## src/rtl/ram_arb_pkg.sv

```systemverilog
// Shared types and constants for the two-requester block-RAM arbiter.
package ram_arb_pkg;

    localparam int AW_DEFAULT = 10;
    localparam int DW_DEFAULT = 8;

    // Polarity of the RAM rw pin.
    localparam logic RAM_READ  = 1'b1;
    localparam logic RAM_WRITE = 1'b0;

    // Requester identity, used by the round-robin pointer and the response tags.
    typedef enum logic {
        REQ_A = 1'b0,
        REQ_B = 1'b1
    } req_id_t;

endpackage : ram_arb_pkg

```

## src/rtl/rr_grant2.sv

```systemverilog
// Two-input round-robin grant. The requester that did not win the most recent
// transfer has priority when both are valid; no grant is issued during reset.
module rr_grant2
    import ram_arb_pkg::*;
(
    input  logic       clk,
    input  logic       rst,
    input  logic [1:0] valid,   // [0] = A, [1] = B
    input  logic       accept,  // a transfer happened this cycle
    output logic [1:0] grant    // one-hot, [0] = A, [1] = B
);

    req_id_t last_q;
    req_id_t last_d;

    // Grant selection and pointer update; no dependency on the requesters' ready.
    always_comb begin
        // NOTE: every signal gets a default first so no path leaves it unassigned (no latch).
        grant  = 2'b00;
        last_d = last_q;
        if (!rst) begin
            unique case (valid)
                2'b01:   grant = 2'b01;
                2'b10:   grant = 2'b10;
                2'b11:   grant = (last_q == REQ_B) ? 2'b01 : 2'b10;
                default: grant = 2'b00;
            endcase
        end
        if (accept) begin
            last_d = grant[1] ? REQ_B : REQ_A;
        end
    end

    // Round-robin pointer; resetting to B lets A win the first contention.
    always_ff @(posedge clk) begin
        // NOTE: state registers use non-blocking assignment so all flops update together.
        if (rst) begin
            last_q <= REQ_B;
        end else begin
            last_q <= last_d;
        end
    end

endmodule : rr_grant2

```

## src/rtl/ram_arbiter.sv

```systemverilog
// Round-robin arbiter sharing one single-port block RAM between requesters A
// and B. The winning command is registered onto the RAM pins; a two-deep tag
// pipeline routes the read data back to its owner two cycles after acceptance.
module ram_arbiter
    import ram_arb_pkg::*;
#(
    parameter int AW = AW_DEFAULT,
    parameter int DW = DW_DEFAULT
) (
    input  logic          clk,
    input  logic          rst,

    input  logic          a_valid,
    output logic          a_ready,
    input  logic          a_we,
    input  logic [AW-1:0] a_addr,
    input  logic [DW-1:0] a_wdata,
    output logic          a_rd_valid,
    output logic [DW-1:0] a_rd_data,

    input  logic          b_valid,
    output logic          b_ready,
    input  logic          b_we,
    input  logic [AW-1:0] b_addr,
    input  logic [DW-1:0] b_wdata,
    output logic          b_rd_valid,
    output logic [DW-1:0] b_rd_data,

    output logic [AW-1:0] ram_addr,
    output logic          ram_rw,
    output logic [DW-1:0] ram_wdata,
    input  logic [DW-1:0] ram_rdata
);

    logic [1:0] grant;
    logic       xfer_a;
    logic       xfer_b;
    logic       xfer_any;

    logic [AW-1:0] ram_addr_q,  ram_addr_d;
    logic          ram_rw_q,    ram_rw_d;
    logic [DW-1:0] ram_wdata_q, ram_wdata_d;

    logic    s1_vld_q, s1_vld_d;
    req_id_t s1_own_q, s1_own_d;
    logic    s1_rd_q,  s1_rd_d;
    logic    s2_vld_q, s2_vld_d;
    req_id_t s2_own_q, s2_own_d;
    logic    s2_rd_q,  s2_rd_d;

    rr_grant2 u_grant (
        .clk    (clk),
        .rst    (rst),
        .valid  ({b_valid, a_valid}),
        .accept (xfer_any),
        .grant  (grant)
    );

    assign a_ready  = grant[0];
    assign b_ready  = grant[1];
    assign xfer_a   = a_valid && grant[0];
    assign xfer_b   = b_valid && grant[1];
    assign xfer_any = xfer_a || xfer_b;

    // Next command and tag values; rw falls back to read whenever nothing transfers.
    always_comb begin
        ram_addr_d  = ram_addr_q;
        ram_wdata_d = ram_wdata_q;
        ram_rw_d    = RAM_READ;
        s1_vld_d    = xfer_any;
        s1_own_d    = REQ_A;
        s1_rd_d     = 1'b0;
        if (xfer_b) begin
            ram_addr_d  = b_addr;
            ram_wdata_d = b_wdata;
            ram_rw_d    = b_we ? RAM_WRITE : RAM_READ;
            s1_own_d    = REQ_B;
            s1_rd_d     = !b_we;
        end else if (xfer_a) begin
            ram_addr_d  = a_addr;
            ram_wdata_d = a_wdata;
            ram_rw_d    = a_we ? RAM_WRITE : RAM_READ;
            s1_own_d    = REQ_A;
            s1_rd_d     = !a_we;
        end
        s2_vld_d = s1_vld_q;
        s2_own_d = s1_own_q;
        s2_rd_d  = s1_rd_q;
    end

    // Command register and tag pipeline; reset drops anything in flight.
    always_ff @(posedge clk) begin
        if (rst) begin
            ram_addr_q  <= '0;
            ram_wdata_q <= '0;
            ram_rw_q    <= RAM_READ;
            s1_vld_q    <= 1'b0;
            s1_own_q    <= REQ_A;
            s1_rd_q     <= 1'b0;
            s2_vld_q    <= 1'b0;
            s2_own_q    <= REQ_A;
            s2_rd_q     <= 1'b0;
        end else begin
            ram_addr_q  <= ram_addr_d;
            ram_wdata_q <= ram_wdata_d;
            ram_rw_q    <= ram_rw_d;
            s1_vld_q    <= s1_vld_d;
            s1_own_q    <= s1_own_d;
            s1_rd_q     <= s1_rd_d;
            s2_vld_q    <= s2_vld_d;
            s2_own_q    <= s2_own_d;
            s2_rd_q     <= s2_rd_d;
        end
    end

    assign ram_addr  = ram_addr_q;
    assign ram_rw    = ram_rw_q;
    assign ram_wdata = ram_wdata_q;

    // Read data is a pass-through of the RAM output, qualified by the strobe.
    assign a_rd_valid = s2_vld_q && s2_rd_q && (s2_own_q == REQ_A);
    assign b_rd_valid = s2_vld_q && s2_rd_q && (s2_own_q == REQ_B);
    assign a_rd_data  = ram_rdata;
    assign b_rd_data  = ram_rdata;

endmodule : ram_arbiter

```

## config.mk

```make
export PLATFORM = sky130hd
export DESIGN_NAME = ram_arbiter
export DESIGN_NICKNAME = d
export VERILOG_FILES = /design/src/rtl/ram_arb_pkg.sv /design/src/rtl/rr_grant2.sv /design/src/rtl/ram_arbiter.sv
export SDC_FILE = /design/constraint.sdc
export NUM_CORES = 1
export LEC_CHECK = 0
export ABC_AREA = 0
export BUFFER_PORTS_ARGS = -buffer_cell sky130_fd_sc_hd__buf_2
export CAP_MARGIN = 25
export CORE_ASPECT_RATIO = 0.75
export CORE_MARGIN = 4
export CORE_UTILIZATION = 41
export CTS_CLUSTER_SIZE = 28
export DETAILED_ROUTE_END_ITERATION = 7
export PLACE_DENSITY = 0.83
export SETUP_SLACK_MARGIN = 0.5
export SLEW_MARGIN = 10
export SYNTH_ARGS = -nofsm -noshare
export SYNTH_HDL_FRONTEND = slang
export SYNTH_SLANG_ARGS = --single-unit
```

## constraint.sdc

```tcl
create_clock -name clk -period 3.7 [get_ports clk]
set_input_delay 0.74 -clock clk [delete_from_list [all_inputs] [get_ports clk]]
set_output_delay 0.74 -clock clk [all_outputs]
set_load 0.005 [all_outputs]
```

# Yosys cells after proc, flatten, opt, wreduce, memory -nomap -nowiden

Index checks and enable logic that the tools add are counted.
Widths: inputs -> output; s select.

Equality and inequality tests: 3
Multiplexer cells: 15
Bitwise operators: 1
Reductions and logical operators: 9

Operators with widths:

| operator           | count |
|---|---|
| $mux 10            | 2 |
| $mux 8             | 2 |
| $mux 1             | 8 |
| $pmux 2 s3         | 1 |
| $logic_and 1x1->1  | 5 |
| $eq 2x2->1 const B | 2 |
| $mux 2             | 2 |
| $eq 2x1->1 const B | 1 |
| $logic_not 1->1    | 2 |
| $reduce_bool 2->1  | 1 |
| $logic_or 1x1->1   | 1 |
| $not 1->1          | 1 |

Register bits after elaboration: 26
Bits of input ports: 50
Output and inout port bits: 39
Logic and storage cells: 38

# Longest topological paths before layout

Gate-level depths: netlist of run 1.

Depth after elaboration: 6
Mapped depth: 5
Mapped depth without buffers: 3

# Hierarchy

A second synthesis of run 1 with hierarchy kept.

Cell total of the unflattened synthesis: 157
Area total of the unflattened synthesis: 1622.8 um2

By module, submodules not included:

| module      | times used | cells each | area an instance (um2) | sequential area each (um2) |
|---|---|---|---|---|
| ram_arbiter | 1          | 149        | 1560.2                 | 500.5 |
| rr_grant2   | 1          | 8          | 62.6                   | 20.0 |

# Worst setup path after synthesis of run 1

OpenSTA, ideal clock, no wires.

Kind: input to output
From: input rst
To: output a_ready
Arrival: 1.294 ns
Data required time: 2.960 ns
Setup slack: 1.666 ns
Cell stages on the path: 4
Buffers on the path: 2
Path through: inv_2 > and3_1 > buf_2 > buf_2

Word-level cells in the longest chain between the ends: 1

RTL lines:

| what               | RTL line          | source |
|---|---|---|
| start: declaration | ram_arbiter.sv:11 | `input logic rst,` |
| $mux 2             | rr_grant2.sv:21   | `if (!rst) begin` |
| end: declaration   | ram_arbiter.sv:14 | `output logic a_ready,` |

No other way between the ends.

# Worst setup path in the final report of run 1

From: input a_valid
To: output b_ready

Word-level cells in the longest chain between the ends: 3
Elaborated cells on any way between the ends: 5
Those cells by class: eq/ne (3); mux (2)

RTL lines:

| what                                     | RTL line          | source |
|---|---|---|
| start: declaration                       | ram_arbiter.sv:13 | `input logic a_valid,` |
| $eq 2x2->1 or $eq 2x1->1 (tied branches) | rr_grant2.sv:22   | `unique case (valid)` |
| $pmux 2 s3 (*)                           | rr_grant2.sv:22   |  |
| $mux 2 (*)                               | rr_grant2.sv:21   |  |
| end: declaration                         | ram_arbiter.sv:22 | `output logic b_ready,` |

Every way passes the cells marked *; elsewhere a longest branch is shown, timed or not.

==> results of run 1 <==
[final timing paths]
path | from | endpoint | cells past startpoint
setup / recovery | a_valid | b_ready | 5
hold / removal | s1_own_q | s2_own_q | 1
setup reg to reg | u_grant.last_q | ram_wdata[6] | 4
hold reg to reg | s1_own_q | s2_own_q | 1
[layout make-up]
| cell class | instances | area [sq um] |
|---|---|---|
| multi-input combinational | 56 | 402 |
| timing repair buffer | 67 | 343 |
| clock inverter | 1 | 30.0 |
| tap | 34 | 42.5 |
| fill | 238 | 1030 |
| clock buffer | 3 | 22.5 |
| inverter | 2 | 7.51 |
| sequential | 26 | 520 |
[Yosys cell counts, types with 2 or more instances]
cell | instances | area, sq um
nor2b_1 | 3 | 18.8
and2_1 | 18 | 113
and3_1 | 4 | 25.0
buf_4 | 17 | 128
nand2_1 | 3 | 11.3
o21ai_0 | 2 | 10.0
buf_2 | 2 | 10.0
a221o_1 | 18 | 180
dfxtp_1 | 26 | 521
nor2_1 | 3 | 11.3
[per-stage QoR]
| step | std cells | hold slack, ns | instance area, sq um |
|---|---|---|---|
| finish | 189 | 0.452 | 1370 |
| global route | 189 | 0.484 | 1370 |
| CTS | 189 | 0.461 | 1370 |
| detailed placement | 185 | 0.433 | 1320 |
| global placement | 185 | 0.438 | 1320 |
| floorplan | 105 | 0.414 | 1080 |
[state kept, by name (all words and copies together), names as in the netlist]
name / cells
ram_addr: 10
ram_rw: 1
ram_wdata: 8
s1_own_q: 1
s1_rd_q: 1
s1_vld_q: 1
s2_own_q: 1
s2_rd_q: 1
s2_vld_q: 1
u_grant.last_q: 1
[power by group]
part,internal [W],switching (W)
clock network,0.000110,0.0000814
registers,0.000301,0.00000916
logic,0.0000462,0.0000360
total,0.000457,0.000127
[layer usage]
metal	share of wire	vias up	wire length, microns
li1	-	466	-
met1	0.39	443	1150
met2	0.52	29	1540
met3	0.061	10	179
met4	0.020	0	59
met5	0	-	0
[cells by family after synthesis]
group / after synthesis / synth area share
buffers and inverters: 23 / 0.148
and+or+nand+nor: 35 / 0.190
AOI/OAI and AO/OA: 21 / 0.182
DFF: 26 / 0.481
[worst register-to-register path: stages, from the launching register on]
cell and delay [ns]:
dfxtp_1 0.36, nand2_1 0.10, and3_1 0.20, buf_4 0.20, a221o_1 0.37
==> impl_metrics.tcl, run 1 <==
set metrics [dict create \
    status "finished, final reports clean" \
    path_cells "buf_2 -> nand2_1 -> and3_1 -> buf_4 -> buf_2" \
    die_h_microns 52.5 \
    pre_cts_ws_ns 1.44 \
    critPathRequiredTime_ns 2.96 \
    diodes 0 \
    synth_edf_count 0 \
    path_delay_family "buffers and inverters" \
    max_freq_mhz 438 \
    layout-drive-gt1-share 0.465 \
    antenna_found_initial 0 \
    drt_wl_total_microns 2930 \
    p_leak_nw 0.709 \
    grt_max_degree 20 \
    route.detailed.drc 0 \
    die_area_sq_um 3530 \
    fin_crit_sh 0.617 \
    syn_area_sq_um 1080 \
    cap_violations 0 \
    rrSetupSlack_ns 2.37 \
    num-nets-final 206 \
    cts.repair.resized 0 \
    path_max_fanout 19 \
    crit_buf_inv 3 \
    slew_violations 0 \
    routedWlPerCell_microns 15.5 \
    cts_buffers 3 \
    power.density_nw_per_um2 427 \
    drtAntennaViolNets 0 \
    ioPinCount 89 \
    grt_util_met1 0.199 \
    ir_worst_vdd_uv 322 \
    finalCriticalPeriod_ns 2.28 \
    first_iter_violations 56 \
    ys_ff_latch 26 \
    crit_top_cell "buf_2" \
    hold_class "reg -> reg" \
    cts_setup_buffers 0 \
    mostFrequentLayoutCell "buf_2" \
    grt_pass1_vias 968 \
    final_util 0.569 \
    fin_skew_ns 0.00942 \
    rows 15 \
    cts_tree "done" \
    cts_hold_buffers 0 \
    ys_dominant_reg_cell "dfxtp_1" \
    path_class "in -> out" \
    grtUsageMet2 0.303 \
    start_kind "input pin" \
    worst_pin_slew_ns 0.302 \
    cp_slowest_cell "buf_4" \
    grt_util_met3 0.0386 \
    hpwl_microns 2370 \
    setup_tns_ns 0 \
    grt-busiest-layer "met2" \
    yosysUniqueCellTypes 19 \
    final_cell_mix "buf_2 (64), dfxtp_1 (26), and2_1 (18), a221o_1 (18), and3_1 (4)" \
    grt.total_usage 0.170 \
    end_kind "output port" \
    num_vias 948 \
    setup_ws_ns 1.42 \
    hold_viol_final 0 \
    slew_headroom 0.797 \
    yosysWarnings 0 \
    syn_area_per_cell_sq_um 10.3 \
    cts.sinks 26 \
    h-tree-depth 1 \
    coreArea_sq_um 2400 \
    syn-num-nets 155 \
    clk_path_buf_depth 2 \
    rsz0062_at_grt "false" \
    clockRootBuffer "clkbuf_4" \
    firstDrtPassIters 4 \
    portBuffers 64 \
    seq_area_frac_synth 0.481 \
    finalPower_w 0.000583 \
    synthCells 105 \
    vias_per_cell 5.02 \
    grt_pass1_wl_microns 4540 \
    routabilityCongestion 0.865 \
    setup_violations 0 \
    clock_latency_ns 0.32 \
    path_clk_slew_ns 0.14 \
    cp.arrival_ns 1.54 \
    async_reset_ff_frac 0 \
    cpPeakStageDelay_ns 0.23 \
    start_util 0.451 \
    syn2layout_area_growth_pct 26.4 \
    grt-ovfl-total 0 \
    die_w_microns 67.3 \
]
No activity file was read; power rests on OpenSTA's default activity.
==> run 2, diff against run 1 <==
--- a/config.mk
+++ b/config.mk
@@ -10,10 +10,10 @@
 export CAP_MARGIN = 25
 export CORE_ASPECT_RATIO = 0.75
 export CORE_MARGIN = 4
-export CORE_UTILIZATION = 41
+export CORE_UTILIZATION = 38
 export CTS_CLUSTER_SIZE = 28
 export DETAILED_ROUTE_END_ITERATION = 7
-export PLACE_DENSITY = 0.83
+export PLACE_DENSITY = 0.78
 export SETUP_SLACK_MARGIN = 0.5
 export SLEW_MARGIN = 10
 export SYNTH_ARGS = -nofsm -noshare
==> constraint.sdc (replaced) <==
create_clock -name clk -period 2.29 [get_ports clk]
set_input_delay 0.458 -clock clk [delete_from_list [all_inputs] [get_ports clk]]
set_output_delay 0.458 -clock clk [all_outputs]
set_load 0.005 [all_outputs]
==> impl_metrics.tcl, run 2 (same netlist as run 1, synthesis figures left out) <==
set metrics [dict create \
    routabilityCongestion 0.755 \
    clock_latency_ns 0.27 \
    ff_latch_area_sq_um 520 \
    finalCriticalPeriod_ns 1.65 \
    slew_headroom 0.855 \
    routedWlPerCell_microns 13.9 \
    cts.sinks 26 \
    switchingPower_w 0.000207 \
    p_leak_nw 0.716 \
    placed_area_sq_um 1320 \
    hold_class "in -> reg" \
    grt-ovfl-total 0 \
    final_cell_mix "buf_2 (64), dfxtp_1 (26), and2_1 (18), a221o_1 (18)" \
    layout-drive-gt1-share 0.477 \
    mostFrequentLayoutCell "buf_2" \
    design_area_sq_um 1390 \
    largest_register_ff_count 10 \
    die_w_microns 69.6 \
    path_delay_family "simple AND/OR/NAND/NOR gates" \
    p_clk_frac 0.371 \
    path_max_fanout 10 \
    route.detailed.drc 0 \
    vias_per_cell 4.82 \
    end_kind "output port" \
    power.density_nw_per_um2 720 \
    slew_violations 0 \
    cts_tree "done" \
    cp.arrival_ns 1.19 \
    start_util 0.406 \
    h-tree-depth 1 \
    diodes 0 \
    seq_power_share 0.499 \
    drtAntennaViolNets 0 \
    setup_tns_ns 0 \
    cpPeakStageDelay_ns 0.33 \
    syn2layout_area_growth_pct 28.6 \
    cap_violations 0 \
    path_clk_slew_ns 0.09 \
    grt_max_degree 19 \
    antenna_found_initial 0 \
    ir_worst_vdd_uv 428 \
    die_h_microns 54.2 \
    clockRootBuffer "clkbuf_8" \
    fin_skew_ns 0.00519 \
    max_freq_mhz 606 \
    crit_buf_inv 1 \
    grt_pass1_vias 919 \
    path_class "reg -> out" \
    grt_pass1_wl_microns 4090 \
    rows 16 \
    multi_input_area_sq_um 404 \
    internal_power_w 0.000794 \
    hold_viol_final 0 \
    fin_crit_sh 0.721 \
    path_cells "nand2_1 -> and3_2 -> buf_2" \
    worst_pin_slew_ns 0.216 \
    status "finished, final reports clean" \
    num_vias 921 \
    grt.total_usage 0.137 \
    firstDrtPassIters 5 \
    start_kind "register" \
    first_iter_violations 64 \
    rsz0062_at_grt "false" \
    critPathRequiredTime_ns 1.83 \
    portBuffers 64 \
    die_area_sq_um 3770 \
    ioPinCount 89 \
    clk_path_buf_depth 2 \
    setup_ws_ns 0.639 \
    p_sw_frac 0.207 \
    hpwl_microns 2080 \
    drt_wl_total_microns 2660 \
    n_fill_cell 255 \
    num-nets-final 206 \
    cts_hold_buffers 0 \
    setup_violations 0 \
    cp_slowest_cell "dfxtp_1" \
    cts_buffers 3 \
    power_frac_comb 0.130 \
    coreArea_sq_um 2660 \
    pre_cts_ws_ns 0.540 \
]
run 2: area by class of cell:
class,instances,share of cell area
multi-input cells,56,0.290
clock inverters,1,0.0216
inverters,2,0.00540
flip-flops and latches,26,0.374
well taps,36,0.0324
repair buffers,67,0.246
clock buffers,3,0.0297
run 2: path summary, 6_finish.rpt:
check / cells past startpoint / slack, ns / end / startpoint
worst max register to register: 4 / 0.87 / ram_wdata[5] / u_grant.last_q
worst max-delay path: 3 / 0.64 / b_ready / u_grant.last_q
worst min-delay path: 2 / 0.41 / ram_wdata[3] / b_wdata[3]
worst min register to register: 1 / 0.45 / s2_own_q / s1_own_q
run 2: power groups by stage:
| stage | combinational (W) | sequential (W) | clock (W) |
|---|---|---|---|
| 4_1_cts | 0.000131 | 0.000501 | 0.000381 |
| 5_1_grt | 0.000144 | 0.000504 | 0.000395 |
| 3_3_place_gp | 0.000128 | 0.000509 | 0 |
| 3_5_place_dp | 0.000131 | 0.000511 | 0 |
| 2_1_floorplan | 0.0000745 | 0.000511 | 0 |
| 6_report | 0.000130 | 0.000500 | 0.000371 |
run 2: repair_timing:
item                                    4_1_cts  5_1_grt
buffers inserted                              0        0
endpoints found under the setup margin        0        2
resized for setup                             0        2
run 2: worst register-to-register path, stage by stage, from the launching register on:
cell and delay, ns:
dfxtp_1 0.35, nand2_1 0.11, and3_2 0.31, buf_4 0.20
a221o_1 0.34
run 2: metal layers:
| layer | up-vias | share of wire | wire length [microns] | track usage |
|---|---|---|---|---|
| met5 | - | 0 | 0 | 0 |
| met4 | 0 | 0.021 | 57 | 0.0732 |
| met3 | 9 | 0.066 | 175 | 0.0385 |
| met2 | 31 | 0.51 | 1350 | 0.245 |
| met1 | 420 | 0.40 | 1080 | 0.154 |
| li1 | 461 | - | - | - |
run 2: metrics by stage:
| stage | hold WS [ns] | total power, W | cells | util |
|---|---|---|---|---|
| final | 0.408 | 0.00100 | 191 | 0.523 |
| after global routing | 0.399 | 0.00104 | 191 | 0.523 |
| after CTS | 0.397 | 0.00101 | 191 | 0.522 |
| after detailed placement | 0.431 | 0.000642 | 187 | 0.495 |
| after global placement | 0.429 | 0.000637 | 187 | 0.495 |
| after floorplan | 0.414 | 0.000586 | 105 | - |
